File: src/rtl/sdram_arbiter_if.sv
// Bus bundle between the four requesters, the arbiter and the SDRAM controller.
// slave  : arbiter view (requests and controller status in, grants and commands out).
// master : environment view (requesters plus controller), the mirror image.
interface sdram_arbiter_if;
  // Requester side
  logic [3:0]  REQ;
  logic [3:0]  WE;
  logic [25:0] ADDR0;
  logic [25:0] ADDR1;
  logic [25:0] ADDR2;
  logic [25:0] ADDR3;
  logic [15:0] DIN0;
  logic [15:0] DIN1;
  logic [15:0] DIN2;
  logic [15:0] DIN3;
  logic [1:0]  BS0;
  logic [1:0]  BS1;
  logic [1:0]  BS2;
  logic [1:0]  BS3;
  logic [3:0]  ACK;
  logic [3:0]  DONE;
  logic [15:0] RDATA;
  logic        RFSH_TICK;

  // Controller side
  logic        SDRAM_RD;
  logic        SDRAM_WR;
  logic [25:0] SDRAM_ADDR;
  logic [15:0] SDRAM_DIN;
  logic [1:0]  SDRAM_BS;
  logic        SDRAM_RFSH;
  logic        SDRAM_READY;
  logic [15:0] SDRAM_DOUT;

  modport slave (
    input  REQ, WE, ADDR0, ADDR1, ADDR2, ADDR3, DIN0, DIN1, DIN2, DIN3,
    input  BS0, BS1, BS2, BS3, RFSH_TICK, SDRAM_READY, SDRAM_DOUT,
    output ACK, DONE, RDATA, SDRAM_RD, SDRAM_WR, SDRAM_ADDR, SDRAM_DIN, SDRAM_BS, SDRAM_RFSH
  );

  modport master (
    output REQ, WE, ADDR0, ADDR1, ADDR2, ADDR3, DIN0, DIN1, DIN2, DIN3,
    output BS0, BS1, BS2, BS3, RFSH_TICK, SDRAM_READY, SDRAM_DOUT,
    input  ACK, DONE, RDATA, SDRAM_RD, SDRAM_WR, SDRAM_ADDR, SDRAM_DIN, SDRAM_BS, SDRAM_RFSH
  );
endinterface

File: src/rtl/sdram_arbiter.sv
// Four-port request/acknowledge arbiter and command sequencer for the single-port
// SDRAM controller. Port 0 = M68K/CD read, 1 = CROM, 2 = SROM, 3 = CD write.
// Fixed priority 0 > 1 > 2 > 3, refresh scheduled as a saturating debt that forces
// itself ahead of all ports once it reaches RFSH_FORCE.
// Optional build macro SDRAM_ARB_AGING_EN: ports 1..3 count lost rounds and are
// promoted above all non-aged ports once the count reaches AGE_LIMIT.
// All outputs are registered; reset is synchronous and active-low.
module sdram_arbiter #(
  parameter int unsigned AGE_LIMIT  = 7,
  parameter int unsigned RFSH_FORCE = 4
) (
  input logic            CLK,
  input logic            nRESET,
  sdram_arbiter_if.slave bus
);

  typedef enum logic [1:0] {StIdle, StCmd, StBusy, StFin} state_e;

  state_e      state_q;
  logic [1:0]  port_q;
  logic        is_wr_q;
  logic [2:0]  debt_q;
  logic [2:0]  debt_d;
  logic        rd_q;
  logic        wr_q;
  logic [25:0] addr_q;
  logic [15:0] din_q;
  logic [1:0]  bs_q;
  logic        rfsh_q;
  logic [3:0]  ack_q;
  logic [3:0]  done_q;
  logic [15:0] rdata_q;

  logic        win_vld;
  logic [1:0]  win_id;
  logic        force_rfsh;
  logic        rfsh_issue;
  logic        grant;

  logic [25:0] sel_addr;
  logic [15:0] sel_din;
  logic [1:0]  sel_bs;
  logic        sel_we;

`ifdef SDRAM_ARB_AGING_EN
  logic [2:0]  age_q [1:3];
`endif

  // Winner selection: fixed priority, optionally overridden by aged ports.
  always_comb begin
    win_vld = |bus.REQ;
    win_id  = 2'd0;
    // Scan downwards so the lowest requesting index is left standing.
    for (int i = 3; i >= 0; i--) begin
      if (bus.REQ[i]) begin
        win_id = 2'(i);
      end
    end
`ifdef SDRAM_ARB_AGING_EN
    // Aged ports outrank every non-aged port; lowest aged index wins.
    for (int i = 3; i >= 1; i--) begin
      if (bus.REQ[i] && (32'(age_q[i]) >= AGE_LIMIT)) begin
        win_id = 2'(i);
      end
    end
`endif
  end

  // Command fields of the selected port; reads always use both byte lanes.
  always_comb begin
    sel_addr = bus.ADDR0;
    sel_din  = bus.DIN0;
    sel_bs   = bus.BS0;
    unique case (win_id)
      2'd0: begin
        sel_addr = bus.ADDR0;
        sel_din  = bus.DIN0;
        sel_bs   = bus.BS0;
      end
      2'd1: begin
        sel_addr = bus.ADDR1;
        sel_din  = bus.DIN1;
        sel_bs   = bus.BS1;
      end
      2'd2: begin
        sel_addr = bus.ADDR2;
        sel_din  = bus.DIN2;
        sel_bs   = bus.BS2;
      end
      2'd3: begin
        sel_addr = bus.ADDR3;
        sel_din  = bus.DIN3;
        sel_bs   = bus.BS3;
      end
      default: begin
        sel_addr = bus.ADDR0;
        sel_din  = bus.DIN0;
        sel_bs   = bus.BS0;
      end
    endcase
    sel_we = bus.WE[win_id];
    if (!sel_we) begin
      sel_bs = 2'b11;
    end
  end

  // IDLE decision: forced refresh, then a port grant, then opportunistic refresh.
  always_comb begin
    force_rfsh = 32'(debt_q) >= RFSH_FORCE;
    rfsh_issue = 1'b0;
    grant      = 1'b0;
    if (state_q == StIdle && bus.SDRAM_READY) begin
      if (force_rfsh) begin
        rfsh_issue = 1'b1;
      end else if (win_vld) begin
        grant = 1'b1;
      end else if (debt_q != 3'd0) begin
        rfsh_issue = 1'b1;
      end
    end
  end

  // Refresh debt: tick and issue in the same cycle cancel; a tick at 7 is dropped.
  always_comb begin
    debt_d = debt_q;
    if (bus.RFSH_TICK && !rfsh_issue) begin
      if (debt_q != 3'd7) begin
        debt_d = debt_q + 3'd1;
      end
    end else if (!bus.RFSH_TICK && rfsh_issue) begin
      debt_d = debt_q - 3'd1;
    end
  end

  // Sequencer FSM with all outputs registered.
  always_ff @(posedge CLK) begin
    if (!nRESET) begin
      state_q <= StIdle;
      port_q  <= 2'd0;
      is_wr_q <= 1'b0;
      debt_q  <= 3'd0;
      rd_q    <= 1'b0;
      wr_q    <= 1'b0;
      addr_q  <= 26'd0;
      din_q   <= 16'd0;
      bs_q    <= 2'b11;
      ack_q   <= 4'd0;
      done_q  <= 4'd0;
      rdata_q <= 16'd0;
      // rfsh_q deliberately keeps its level: a reset must not look like a refresh edge.
    end else begin
      ack_q  <= 4'd0;
      done_q <= 4'd0;
      debt_q <= debt_d;
      unique case (state_q)
        StIdle: begin
          if (rfsh_issue) begin
            rfsh_q <= ~rfsh_q;
          end else if (grant) begin
            port_q  <= win_id;
            is_wr_q <= sel_we;
            addr_q  <= sel_addr;
            din_q   <= sel_din;
            bs_q    <= sel_bs;
            rd_q    <= ~sel_we;
            wr_q    <= sel_we;
            ack_q   <= 4'b0001 << win_id;
            state_q <= StCmd;
          end
        end
        StCmd: begin
          // Controller accepted the command once it drops READY.
          if (!bus.SDRAM_READY) begin
            rd_q    <= 1'b0;
            wr_q    <= 1'b0;
            state_q <= StBusy;
          end
        end
        StBusy: begin
          if (bus.SDRAM_READY) begin
            if (!is_wr_q) begin
              rdata_q <= bus.SDRAM_DOUT;
            end
            done_q  <= 4'b0001 << port_q;
            state_q <= StFin;
          end
        end
        StFin: begin
          state_q <= StIdle;
        end
        default: begin
          state_q <= StIdle;
        end
      endcase
    end
  end

`ifdef SDRAM_ARB_AGING_EN
  // Lost-round counters: count while requesting and beaten, clear when granted.
  always_ff @(posedge CLK) begin
    if (!nRESET) begin
      for (int i = 1; i <= 3; i++) begin
        age_q[i] <= 3'd0;
      end
    end else if (grant) begin
      for (int i = 1; i <= 3; i++) begin
        if (win_id == 2'(i)) begin
          age_q[i] <= 3'd0;
        end else if (bus.REQ[i] && age_q[i] != 3'd7) begin
          age_q[i] <= age_q[i] + 3'd1;
        end
      end
    end
  end
`else
  // Limit is only meaningful when aging is built in.
  logic unused_age_limit;
  assign unused_age_limit = ^AGE_LIMIT;
`endif

  assign bus.ACK        = ack_q;
  assign bus.DONE       = done_q;
  assign bus.RDATA      = rdata_q;
  assign bus.SDRAM_RD   = rd_q;
  assign bus.SDRAM_WR   = wr_q;
  assign bus.SDRAM_ADDR = addr_q;
  assign bus.SDRAM_DIN  = din_q;
  assign bus.SDRAM_BS   = bs_q;
  assign bus.SDRAM_RFSH = rfsh_q;

endmodule

File: src/flat_wrapper.sv
// flat-port wrapper written by rule: the top's interface ports become plain ports
module sdram_arbiter_flat 
#(
  parameter int unsigned AGE_LIMIT  = 7,
  parameter int unsigned RFSH_FORCE = 4
)
  (CLK, nRESET, bus_REQ, bus_WE, bus_ADDR0, bus_ADDR1, bus_ADDR2, bus_ADDR3, bus_DIN0, bus_DIN1, bus_DIN2, bus_DIN3, bus_BS0, bus_BS1, bus_BS2, bus_BS3, bus_RFSH_TICK, bus_SDRAM_READY, bus_SDRAM_DOUT, bus_ACK, bus_DONE, bus_RDATA, bus_SDRAM_RD, bus_SDRAM_WR, bus_SDRAM_ADDR, bus_SDRAM_DIN, bus_SDRAM_BS, bus_SDRAM_RFSH);
  sdram_arbiter_if bus_i ();
  input logic CLK;
  input logic nRESET;
  input wire logic [$bits(bus_i.REQ)-1:0] bus_REQ;
  input wire logic [$bits(bus_i.WE)-1:0] bus_WE;
  input wire logic [$bits(bus_i.ADDR0)-1:0] bus_ADDR0;
  input wire logic [$bits(bus_i.ADDR1)-1:0] bus_ADDR1;
  input wire logic [$bits(bus_i.ADDR2)-1:0] bus_ADDR2;
  input wire logic [$bits(bus_i.ADDR3)-1:0] bus_ADDR3;
  input wire logic [$bits(bus_i.DIN0)-1:0] bus_DIN0;
  input wire logic [$bits(bus_i.DIN1)-1:0] bus_DIN1;
  input wire logic [$bits(bus_i.DIN2)-1:0] bus_DIN2;
  input wire logic [$bits(bus_i.DIN3)-1:0] bus_DIN3;
  input wire logic [$bits(bus_i.BS0)-1:0] bus_BS0;
  input wire logic [$bits(bus_i.BS1)-1:0] bus_BS1;
  input wire logic [$bits(bus_i.BS2)-1:0] bus_BS2;
  input wire logic [$bits(bus_i.BS3)-1:0] bus_BS3;
  input wire logic [$bits(bus_i.RFSH_TICK)-1:0] bus_RFSH_TICK;
  input wire logic [$bits(bus_i.SDRAM_READY)-1:0] bus_SDRAM_READY;
  input wire logic [$bits(bus_i.SDRAM_DOUT)-1:0] bus_SDRAM_DOUT;
  output wire logic [$bits(bus_i.ACK)-1:0] bus_ACK;
  output wire logic [$bits(bus_i.DONE)-1:0] bus_DONE;
  output wire logic [$bits(bus_i.RDATA)-1:0] bus_RDATA;
  output wire logic [$bits(bus_i.SDRAM_RD)-1:0] bus_SDRAM_RD;
  output wire logic [$bits(bus_i.SDRAM_WR)-1:0] bus_SDRAM_WR;
  output wire logic [$bits(bus_i.SDRAM_ADDR)-1:0] bus_SDRAM_ADDR;
  output wire logic [$bits(bus_i.SDRAM_DIN)-1:0] bus_SDRAM_DIN;
  output wire logic [$bits(bus_i.SDRAM_BS)-1:0] bus_SDRAM_BS;
  output wire logic [$bits(bus_i.SDRAM_RFSH)-1:0] bus_SDRAM_RFSH;
  assign bus_i.REQ = bus_REQ;
  assign bus_i.WE = bus_WE;
  assign bus_i.ADDR0 = bus_ADDR0;
  assign bus_i.ADDR1 = bus_ADDR1;
  assign bus_i.ADDR2 = bus_ADDR2;
  assign bus_i.ADDR3 = bus_ADDR3;
  assign bus_i.DIN0 = bus_DIN0;
  assign bus_i.DIN1 = bus_DIN1;
  assign bus_i.DIN2 = bus_DIN2;
  assign bus_i.DIN3 = bus_DIN3;
  assign bus_i.BS0 = bus_BS0;
  assign bus_i.BS1 = bus_BS1;
  assign bus_i.BS2 = bus_BS2;
  assign bus_i.BS3 = bus_BS3;
  assign bus_i.RFSH_TICK = bus_RFSH_TICK;
  assign bus_i.SDRAM_READY = bus_SDRAM_READY;
  assign bus_i.SDRAM_DOUT = bus_SDRAM_DOUT;
  assign bus_ACK = bus_i.ACK;
  assign bus_DONE = bus_i.DONE;
  assign bus_RDATA = bus_i.RDATA;
  assign bus_SDRAM_RD = bus_i.SDRAM_RD;
  assign bus_SDRAM_WR = bus_i.SDRAM_WR;
  assign bus_SDRAM_ADDR = bus_i.SDRAM_ADDR;
  assign bus_SDRAM_DIN = bus_i.SDRAM_DIN;
  assign bus_SDRAM_BS = bus_i.SDRAM_BS;
  assign bus_SDRAM_RFSH = bus_i.SDRAM_RFSH;
  sdram_arbiter #(.AGE_LIMIT(AGE_LIMIT), .RFSH_FORCE(RFSH_FORCE)) u_core (.CLK(CLK), .nRESET(nRESET), .bus(bus_i));
endmodule
File: config.mk
export PLATFORM = sky130hd
export DESIGN_NAME = sdram_arbiter_flat
export DESIGN_NICKNAME = d
export VERILOG_FILES = /design/src/rtl/sdram_arbiter_if.sv /design/src/rtl/sdram_arbiter.sv /design/src/flat_wrapper.sv
export SDC_FILE = /design/constraint.sdc
export NUM_CORES = 1
export LEC_CHECK = 0
export ABC_AREA = 1
export CORE_ASPECT_RATIO = 1.1
export CORE_UTILIZATION = 38
export DETAILED_ROUTE_END_ITERATION = 12
export PLACE_DENSITY = 0.81
export SETUP_SLACK_MARGIN = 0.15
export SYNTH_ARGS = -nofsm -noshare
export SYNTH_HDL_FRONTEND = slang
export SYNTH_SLANG_ARGS = --single-unit
File: constraint.sdc
create_clock -name CLK -period 2.7 [get_ports CLK]
set_input_delay 0.54 -clock CLK [delete_from_list [all_inputs] [get_ports CLK]]
set_output_delay 0.54 -clock CLK [all_outputs]
set_load 0.02 [all_outputs]
==> flow_metrics.py <==
metrics = {
    "run_status": {
        "status": "complete, no violations",
    },
    "clock_tree": {
        "cts_setup_buffers": 0,
        "postCtsHoldBufs": 0,
        "cts_tree": "built",
        "cts.sinks": 79,
        "h-tree-depth": 3,
        "clockRootBuffer": "clkbuf_16",
        "clkTransAtPathRegs_ns": 0.06,
        "clk-insertion-delay-late_ns": 0.33,
        "cts_resized": 0,
        "numCtsBuffers": 9,
        "cts_buffer_depth": 2,
    },
    "sta": {
        "maxSlewHeadroom": 0.686,
        "fmax_mhz": 443,
        "setup_violations": 0,
        "fin_setup_tns_ns": 0,
        "min_period_ns": 2.26,
        "fin_crit_sh": 0.837,
        "setup_slack_ns": 0.441,
        "worstMarginPinSlew_ns": 0.470,
        "hold_viol_final": 0,
        "rsz0062_at_grt": "false",
        "finClkSkew_ns": 0.00701,
        "maxSlewViolCount": 0,
        "fin_hold_ws_ns": 0.434,
    },
    "grt": {
        "antenna_found_initial": 1,
        "grt_use_total": 0.277,
        "grt_start_max_net_pins": 93,
        "grt_pass1_vias": 5145,
        "grt_pass1_wl_um": 26500,
        "overflow": 0,
    },
    "detailed_routing": {
        "vias": 5442,
        "drt-total-wl_um": 17500,
        "first_pass_iters": 7,
        "drtIter0Drc": 470,
        "ant_nets": 0,
        "drc": 0,
        "wl_per_cell_um": 17.3,
        "viasPerCell": 5.37,
    },
    "yosys": {
        "avgSynthCellArea_um2": 7.39,
        "ys_seq_elements": 79,
        "synthArstFlopShare": 0,
        "syn_inst": 607,
        "synthTopCellsByCount": "nand3_1, nand2_1, dfxtp_1, nor2_1, nand4_1",
        "syn-cell-area_mm2": 0.00449,
        "synth_area_leaders": "dfxtp_1, nand3_1, nand2_1",
        "yosysMostFrequentCell": "nand3_1",
        "synth_top_area_share": 0.348,
        "synth.largest_area_cell": "dfxtp_1",
        "seq_area_frac_synth": 0.355,
        "synth_flop_cell": "dfxtp_1",
        "synth_nets": 816,
        "yosysWarnings": 0,
        "synth_edf_count": 1,
        "synth_cell_types": 32,
    },
    "power_and_ir_drop": {
        "cellLeakagePower_nw": 3.08,
        "ir_drop_uv": 445,
        "powerDensity_mw_per_mm2": 633,
    },
    "layout": {
        "area_growth_pct": 70.3,
        "final_cell_area_mm2": 0.00764,
        "final_layout_size_suffix_gt1_frac": 0.0882,
        "nNetsFinal": 1066,
        "fin_util": 0.665,
    },
    "worst_setup_path": {
        "crit_type": "in -> reg",
        "crit_chain": "clkdlybuf4s50_1, nor2_4, nand2_2, nand2_1, nand2_1, nand2_1, fa_1, inv_1, nand4_1, a21oi_1, nor2_1",
        "cp_max_fo": 4,
        "cpMaxStageDelayCell": "clkdlybuf4s50_1",
        "end_kind": "flip-flop",
        "cp.required_ns": 2.93,
        "path_buf_inv": 2,
        "crit_path_frequent_cell": "nand2_1",
        "worstSetupStartpointType": "primary input",
        "cp_top_family": "simple AND/OR/NAND/NOR gates",
        "cpPeakStageDelay_ns": 0.55,
        "crit_arrival_ns": 2.49,
    },
    "die": {
        "die_y_um": 116,
        "placementRows": 41,
        "initial_core_util": 0.391,
        "dieArea_mm2": 0.0122,
        "pin_count": 275,
        "die_x_um": 106,
        "core_mm2": 0.0115,
    },
    "min_path": {
        "holdCritPathClass": "reg -> reg",
    },
    "placement": {
        "place.gp.congestion": 0.906,
        "hpwl_um": 12700,
        "dpl-instance-area_mm2": 0.00727,
        "numPortBuffers": 274,
        "pre_cts_slack_ns": 0.0638,
    },
    "flow_run": {
        "maxCapViolations": 0,
    },
}
## where the power goes
part / switching [W] / internal (W)
Sequential: 0.000120 / 0.00139
Combinational: 0.000971 / 0.000880
Clock: 0.000484 / 0.000987
## per-stage QoR
step                std cells  total power (W)
finish                   1013          0.00484
global route             1013          0.00507
CTS                      1012          0.00487
detailed placement        996          0.00338
global placement          996          0.00334
floorplan                 607          0.00248
## flip-flops by register name, indices dropped and copies added (netlist names)
signal	cells
u_core.bus.SDRAM_WR	1
u_core.bus.SDRAM_DIN	16
u_core.bus.RDATA	16
u_core.debt_q	3
u_core.state_q	2
u_core.bus.SDRAM_ADDR	26
u_core.bus.DONE	4
u_core.bus.SDRAM_RFSH	1
u_core.bus.SDRAM_BS	2
u_core.bus.SDRAM_RD	1
u_core.is_wr_q	1
u_core.bus.ACK	4
u_core.port_q	2
## placed cells by master (no fill, tap or decap)
master	Yosys	routed
nand2_4	1	2
buf_12	0	4
o211ai_1	12	12
o21a_1	1	1
fa_1	1	1
inv_2	1	1
buf_4	2	13
clkbuf_8	0	1
nor2_4	2	2
ha_1	4	4
nand4_1	44	44
a21oi_1	7	7
nand2_2	4	3
clkbuf_1	14	1
nand3_4	1	1
dfxtp_1	78	78
nor2_1	56	56
a21boi_1	1	1
buf_2	21	2
nand3b_1	2	2
o21ai_0	16	16
o211ai_2	30	30
nor3_1	3	3
nand3b_4	1	1
nor2_2	1	1
nand3_1	147	147
edfxtp_1	1	1
a21boi_0	1	1
nand2_1	115	115
diode_2	0	1
bufinv_16	0	3
clkdlybuf4s50_1	0	272
o22ai_1	2	2
clkbuf_16	0	10
nor2_8	1	1
inv_1	22	22
clkinv_4	0	1
## final timing paths
path	start	end	slack, ns	cells past startpoint
worst max-delay path	bus_REQ[0]	u_core.debt_q[2]	0.44	11
worst min-delay path	u_core.port_q[0]	u_core.bus.DONE[2]	0.43	1
worst max register to register	u_core.state_q[0]	u_core.debt_q[2]	0.55	11
worst min register to register	u_core.port_q[0]	u_core.bus.DONE[2]	0.43	1
## cell families (layout without fill, tap and decap cells)
kind of cell,after synthesis,after routing,synth area share
compound gates,70,70,0.137
fa+ha+maj,5,5,0.0156
buf+inv,75,330,0.0903
flops,79,79,0.355
other cells,0,1,0
simple gates,378,378,0.402
## metal layers
| metal | part of all wire | global-route usage | up-vias |
|---|---|---|---|
| met5 | 0 | 0 | - |
| met4 | 0.026 | 0.116 | 0 |
| met3 | 0.076 | 0.0675 | 32 |
| met2 | 0.50 | 0.499 | 232 |
| met1 | 0.39 | 0.314 | 2550 |
| li1 | - | - | 2628 |
## layout make-up
cell class / instances / area [um^2]
multi-input combinational: 453 / 2500
sequential: 79 / 1590
clock inverter: 4 / 98.8
timing repair buffer: 291 / 2910
clock buffer: 12 / 268
antenna: 1 / 2.50
fill: 977 / 3850
tap: 150 / 188
inverter: 23 / 86.3
Note: power is estimated with default switching activity, not from simulation.
